<file path="src/rtl/bounce_if.sv">
// bounce_if: command-level and emulated-pin bundle between a test controller and the bounce emulator
interface bounce_if;
  logic       level_in;
  logic       en;
  logic       sw_low;
  logic       busy;
  logic [7:0] bounce_cnt;
  modport master(output level_in, en, input sw_low, busy, bounce_cnt);
  modport slave(input level_in, en, output sw_low, busy, bounce_cnt);
endinterface

</file>
<file path="src/rtl/bounce_emulator.sv">
// bounce_emulator: turns a clean command level into an active-low switch pin that chatters for a fixed window after each change
module bounce_emulator #(
  parameter int          BOUNCE_W = 20,
  parameter int          TOGGLE_W = 12,
  parameter logic [15:0] SEED     = 16'hACE1
) (
  input logic     clk,
  input logic     rst,
  bounce_if.slave bus
);
  localparam logic [15:0] SEED_NZ = (SEED == 16'h0) ? 16'h0001 : SEED;
  typedef enum logic {IDLE, BOUNCE} state_t;
  state_t              state_q, state_d;
  logic [15:0]         lfsr_q, lfsr_d;
  logic                settled_q, settled_d;
  logic                target_q, target_d;
  logic [BOUNCE_W-1:0] win_q, win_d;
  logic [TOGGLE_W-1:0] tmr_q, tmr_d;
  logic                sw_q, sw_d;
  logic                busy_q, busy_d;
  logic [7:0]          cnt_q, cnt_d;
  logic [TOGGLE_W-1:0] tmr_rel;
  logic                tick;
  assign tmr_rel = lfsr_q[TOGGLE_W-1:0] | TOGGLE_W'(1);
  assign tick = tmr_q == TOGGLE_W'(1);
  always_comb begin
    lfsr_d    = {lfsr_q[14:0], lfsr_q[15] ^ lfsr_q[13] ^ lfsr_q[12] ^ lfsr_q[10]};
    state_d   = state_q;
    settled_d = settled_q;
    target_d  = target_q;
    win_d     = win_q;
    tmr_d     = tmr_q;
    sw_d      = sw_q;
    busy_d    = busy_q;
    cnt_d     = cnt_q;
    if (state_q == IDLE) begin
      if (bus.level_in != settled_q && bus.en) begin
        target_d = bus.level_in;
        sw_d     = !sw_q;
        cnt_d    = 8'd1;
        win_d    = '0;
        tmr_d    = tmr_rel;
        busy_d   = 1'b1;
        state_d  = BOUNCE;
      end else if (bus.level_in != settled_q) begin
        settled_d = bus.level_in;
        sw_d      = !bus.level_in;
        cnt_d     = 8'd0;
      end else begin
        sw_d = !settled_q;
      end
    end else if (&win_q) begin
      sw_d      = !target_q;
      settled_d = target_q;
      busy_d    = 1'b0;
      state_d   = IDLE;
    end else begin
      win_d = win_q + BOUNCE_W'(1);
      tmr_d = tick ? tmr_rel : tmr_q - TOGGLE_W'(1);
      sw_d  = tick ? !sw_q : sw_q;
      cnt_d = (tick && cnt_q != 8'hFF) ? cnt_q + 8'd1 : cnt_q;
    end
  end
  always_ff @(posedge clk or posedge rst) begin
    if (rst) begin
      state_q   <= IDLE;
      lfsr_q    <= SEED_NZ;
      settled_q <= 1'b0;
      target_q  <= 1'b0;
      win_q     <= '0;
      tmr_q     <= '0;
      sw_q      <= 1'b1;
      busy_q    <= 1'b0;
      cnt_q     <= 8'd0;
    end else begin
      state_q   <= state_d;
      lfsr_q    <= lfsr_d;
      settled_q <= settled_d;
      target_q  <= target_d;
      win_q     <= win_d;
      tmr_q     <= tmr_d;
      sw_q      <= sw_d;
      busy_q    <= busy_d;
      cnt_q     <= cnt_d;
    end
  end
  assign bus.sw_low     = sw_q;
  assign bus.busy       = busy_q;
  assign bus.bounce_cnt = cnt_q;
endmodule
</file>
<file path="src/flat_wrapper.sv">
// flat-port wrapper written by rule: the top's interface ports become plain ports
module bounce_emulator_flat 
#(
  parameter int          BOUNCE_W = 20,
  parameter int          TOGGLE_W = 12,
  parameter logic [15:0] SEED     = 16'hACE1
)
  (clk, rst, bus_level_in, bus_en, bus_sw_low, bus_busy, bus_bounce_cnt);
  bounce_if bus_i ();
  input logic clk;
  input logic rst;
  input wire logic [$bits(bus_i.level_in)-1:0] bus_level_in;
  input wire logic [$bits(bus_i.en)-1:0] bus_en;
  output wire logic [$bits(bus_i.sw_low)-1:0] bus_sw_low;
  output wire logic [$bits(bus_i.busy)-1:0] bus_busy;
  output wire logic [$bits(bus_i.bounce_cnt)-1:0] bus_bounce_cnt;
  assign bus_i.level_in = bus_level_in;
  assign bus_i.en = bus_en;
  assign bus_sw_low = bus_i.sw_low;
  assign bus_busy = bus_i.busy;
  assign bus_bounce_cnt = bus_i.bounce_cnt;
  bounce_emulator #(.BOUNCE_W(BOUNCE_W), .TOGGLE_W(TOGGLE_W), .SEED(SEED)) u_core (.clk(clk), .rst(rst), .bus(bus_i));
endmodule
</file>
<file path="config.mk">
export PLATFORM = sky130hd
export DESIGN_NAME = bounce_emulator_flat
export DESIGN_NICKNAME = d
export VERILOG_FILES = /design/src/rtl/bounce_if.sv /design/src/rtl/bounce_emulator.sv /design/src/flat_wrapper.sv
export SDC_FILE = /design/constraint.sdc
export NUM_CORES = 1
export LEC_CHECK = 0
export ABC_AREA = 1
export BUFFER_PORTS_ARGS = -buffer_cell sky130_fd_sc_hd__buf_2
export CAP_MARGIN = 25
export CORE_MARGIN = 2
export CORE_UTILIZATION = 56
export DETAILED_ROUTE_END_ITERATION = 8
export GPL_TIMING_DRIVEN = 0
export PLACE_DENSITY = 0.76
export SLEW_MARGIN = 20
export SYNTH_ARGS = -nofsm -noshare
export SYNTH_HDL_FRONTEND = slang
export SYNTH_SLANG_ARGS = --single-unit
</file>
<file path="constraint.sdc">
create_clock -name clk -period 1.8 [get_ports clk]
set_input_delay 0.27 -clock clk [delete_from_list [all_inputs] [get_ports clk]]
set_output_delay 0.27 -clock clk [all_outputs]
set_load 0.05 [all_outputs]
</file>
==> summary.md <==
• **origin of the critical flop-to-flop path** u_core.bus.bounce_cnt[0]
• **iteration-0 DRC count of the detailed router** 188
• **initial standard-cell utilization of the core** 0.577
• **leading cell types in the layout, fill and taps excluded** sky130_fd_sc_hd__nand2_1, sky130_fd_sc_hd__dfrtp_1, sky130_fd_sc_hd__nor2_1
• **most common flop cell mapped by yosys** sky130_fd_sc_hd__dfrtp_1
• **reg-to-reg critical path endpoint** u_core.bus.bounce_cnt[4]
• **unrepaired setup endpoints after global routing** no
• **via total after detailed routing** 2,724
• **internal power** 2.16 mW
• **count of synthesis-stage warnings from yosys** 0
• **static leakage** 1.82 nW
• **initial antenna violation count** 0
• **cell total after placement** 501
• **Synth Net Count** 422
• **Setup violations, final** 0
• **end point of the worst hold path** u_core.target_q
• **source of the worst hold timing path** bus_level_in
• **count of different cell masters after synthesis** 35
• **chip height** 82.1 um
• **required time reported for the critical path endpoint** 2.02 ns
• **r2r worst-path depth** 8
• **cells taking the most area after synthesis** sky130_fd_sc_hd__dfrtp_1, sky130_fd_sc_hd__nand2_1, sky130_fd_sc_hd__dfstp_2
• **count of maximum capacitance violations** 0
• **number of cells on the worst hold path** 3
• **total placed instance area** 3600 um^2
• **area taken by multi-input logic gates** 1700 um^2
• **maximum VDD drop** 561 uV
• **share of layout cells above drive strength 1** 0.210
• **clk_lat worst skew** 0.34 ns
• **syn avg cell area** 8.29 um^2
• **router iterations before antenna repair** 5
• **Setup Crit Path Kind** register to register
• **Power Total** 2.71 mW
• **antenna cells** 0
• **area leader, netlist** sky130_fd_sc_hd__dfrtp_1
• **post-synthesis cell area** 3410 um^2
• **number of placement rows** 28
• **minimum clock period** 1.71 ns
• **Worst Max-Slew Pin Slew** 0.569 ns
• **power density normalized to cell area** 699 nW/um^2
• **fraction of power spent switching nets** 0.203
• **count of boundary I/O pins** 14
• **combinational power share** 0.016
• **HPWL after detailed placement** 4950 um
• **register area share after synthesis** 0.450
• **critical path startpoint category** register
• **flip-flop and latch area** 1540 um^2
• **most common cell after layout, fill and taps aside** sky130_fd_sc_hd__nand2_1
• **period utilisation layout** 0.947
• **CTS Root Buffer Type** sky130_fd_sc_hd__clkbuf_8
• **share of synthesized flip-flops with an asynchronous set or reset** 1.00
• **number of standard cells in the final layout excluding fillers** 522
• **Routed WL per cell** 13.4 um
• **number of routed nets with antenna violations** 0
• **number of global-route vias before repair** 2,644
• **final weighted congestion in routability-driven placement** 0.915
• **Filler Cells Inserted** 473
• **achievable clock frequency** 586 MHz
• **count of pins over their slew limit** 0
• **global-route wire length before repair** 12,000 um
• **result of the run** completed
• **clock-pin slew on the worst setup and hold paths** 0.07 ns
• **Hold Crit Class** input pin to register
• **number of failing hold endpoints at the final stage** 0
• **overall die area** 6740 um^2
• **relative area change from synthesis to final layout** 13.7%
• **count of H-tree levels built during CTS** 3
• **final non-filler cell area** 3880 um^2
• **Vias per Instance** 5.22
• **Core Area** 5920 um^2
• **Sink Count** 61
• **setup clock skew after layout** 0.0128 ns
• **share of power burned in the clock network** 0.479
• **pin count of the biggest net entering global routing** 47
• **NumNets Final** 452
• **top fanout value on the critical path** 9
• **reported net switching power** 0.550 mW
• **Data arrival, critical path** 1.93 ns
• **die span in x** 82.1 um
• **register-to-register path setup slack** 0.09 ns
• **global router's overall resource usage** 0.238
• **Buffers on Ports** 13
• **number of buffers created by CTS** 9
• **final global-route overflow total** 0
• **Post-synth EDFFs** 0
• **CTS tree** done
• **wirelength, routed** 6980 um
• **Yosys reg bits** 61
• **DRC violations left** 0
• **number of buffers on the longest clock path** 2
• **instance count of the mapped netlist** 412
• **critical path endpoint category** register
• **sequential power share** 0.506
• **post-synth top area share** 0.381
• **Max-Slew Margin vs Limit** 0.621
## layer usage
layer | wire length (um) | vias up | global-route usage
met5 | 0 | - | 0
met4 | 187 | 0 | 0.0950
met3 | 258 | 21 | 0.0747
met2 | 3370 | 56 | 0.394
met1 | 3170 | 1284 | 0.287
li1 | - | 1363 | -
## state kept, by name, summed over array words and instances, names as in the netlist
register,count
u_core.tmr_q,12
u_core.settled_q,1
u_core.state_q,1
u_core.target_q,1
u_core.win_q,20
u_core.lfsr_q,16
u_core.bus.sw_low,1
u_core.bus.busy,1
u_core.bus.bounce_cnt,8
## cells in the mapped netlist (4+ instances only)
cell	count
sky130_fd_sc_hd__dfrtp_1	52
sky130_fd_sc_hd__dfstp_2	9
sky130_fd_sc_hd__ha_1	6
sky130_fd_sc_hd__inv_1	32
sky130_fd_sc_hd__nand2_1	122
sky130_fd_sc_hd__nand2_2	5
sky130_fd_sc_hd__nand2_4	5
sky130_fd_sc_hd__nand3_1	24
sky130_fd_sc_hd__nand4_1	4
sky130_fd_sc_hd__nor2_1	51
sky130_fd_sc_hd__nor3_1	4
sky130_fd_sc_hd__o21ai_0	10
sky130_fd_sc_hd__o21ai_1	14
sky130_fd_sc_hd__o21ai_2	11
sky130_fd_sc_hd__o22ai_2	4
sky130_fd_sc_hd__xnor2_1	7
sky130_fd_sc_hd__xor2_1	21
## area by class of cell
| cell class | instances | area share |
|---|---|---|
| repair buffers | 19 | 0.0342 |
| flip-flops and latches | 61 | 0.396 |
| multi-input cells | 306 | 0.438 |
| well taps | 75 | 0.0242 |
| clock inverters | 4 | 0.0187 |
| inverters | 36 | 0.0361 |
| clock buffers | 12 | 0.0348 |
| plain buffers | 9 | 0.0177 |
## cells by family (layout without fill, tap and decap cells)
family,after synthesis,in the layout,synth area share
compound gates,41,41,0.0810
fa+ha+maj,6,6,0.0220
simple gates,231,231,0.315
buf+inv,45,80,0.0597
xor+xnor,28,28,0.0718
flops,61,61,0.450
## power groups by stage
| stage | registers (mW) | logic (mW) | clock network (mW) |
|---|---|---|---|
| 6_report | 1.37 | 0.0427 | 1.30 |
| 5_1_grt | 1.37 | 0.0514 | 1.39 |
| 4_1_cts | 1.37 | 0.0451 | 1.32 |
| 3_5_place_dp | 1.40 | 0.0432 | 0 |
| 3_3_place_gp | 1.40 | 0.0340 | 0 |
| 2_1_floorplan | 1.40 | 0.0232 | 0 |
## worst max path at each step
| stage | slack [ns] | endpoint | depth (start not counted) | startpoint |
|---|---|---|---|---|
| 6_report | 0.09 | u_core.bus.bounce_cnt[4] | 8 | u_core.bus.bounce_cnt[0] |
| 5_1_grt | 0.008 | u_core.bus.bounce_cnt[6] | 8 | u_core.bus.bounce_cnt[0] |
| 4_1_cts | 0.02 | u_core.tmr_q[0] | 11 | u_core.win_q[1] |
| 3_5_place_dp | -0.11 | u_core.tmr_q[10] | 11 | u_core.win_q[0] |
| 3_3_place_gp | -0.69 | u_core.win_q[12] | 2 | rst |
| 2_1_floorplan | 0.01 | u_core.bus.bounce_cnt[5] | 8 | u_core.bus.bounce_cnt[0] |
## repair_timing
item,CTS,global route
resized for setup,2,7
setup endpoints to repair,39,41
endpoints found under the hold margin,11,0
hold buffers,1,0
pin swaps,0,2
setup buffers,1,3
## through the flow
stage / setup TNS [ns] / utilization / setup WS (ns) / hold slack, ns
finish: 0 / 0.656 / 0.0946 / 0.299
global route: 0 / 0.656 / 0.00773 / 0.320
CTS: 0 / 0.647 / 0.0150 / 0.288
detailed placement: -1.74 / 0.609 / -0.106 / 0.216
global placement: -38.44 / 0.604 / -0.689 / 0.337
floorplan: 0 / - / 0.0134 / 0.333
## critical path, stage by stage (launching register included)
cell and delay [ns]:
sky130_fd_sc_hd__dfrtp_1 0.42, sky130_fd_sc_hd__ha_1 0.21, sky130_fd_sc_hd__nand2_1 0.08, sky130_fd_sc_hd__nor3_1 0.31, sky130_fd_sc_hd__a21oi_1 0.18, sky130_fd_sc_hd__nand3_4 0.18
sky130_fd_sc_hd__inv_4 0.07, sky130_fd_sc_hd__nand2_1 0.06, sky130_fd_sc_hd__nand2_1 0.06
(Power assumes the default switching activity.)
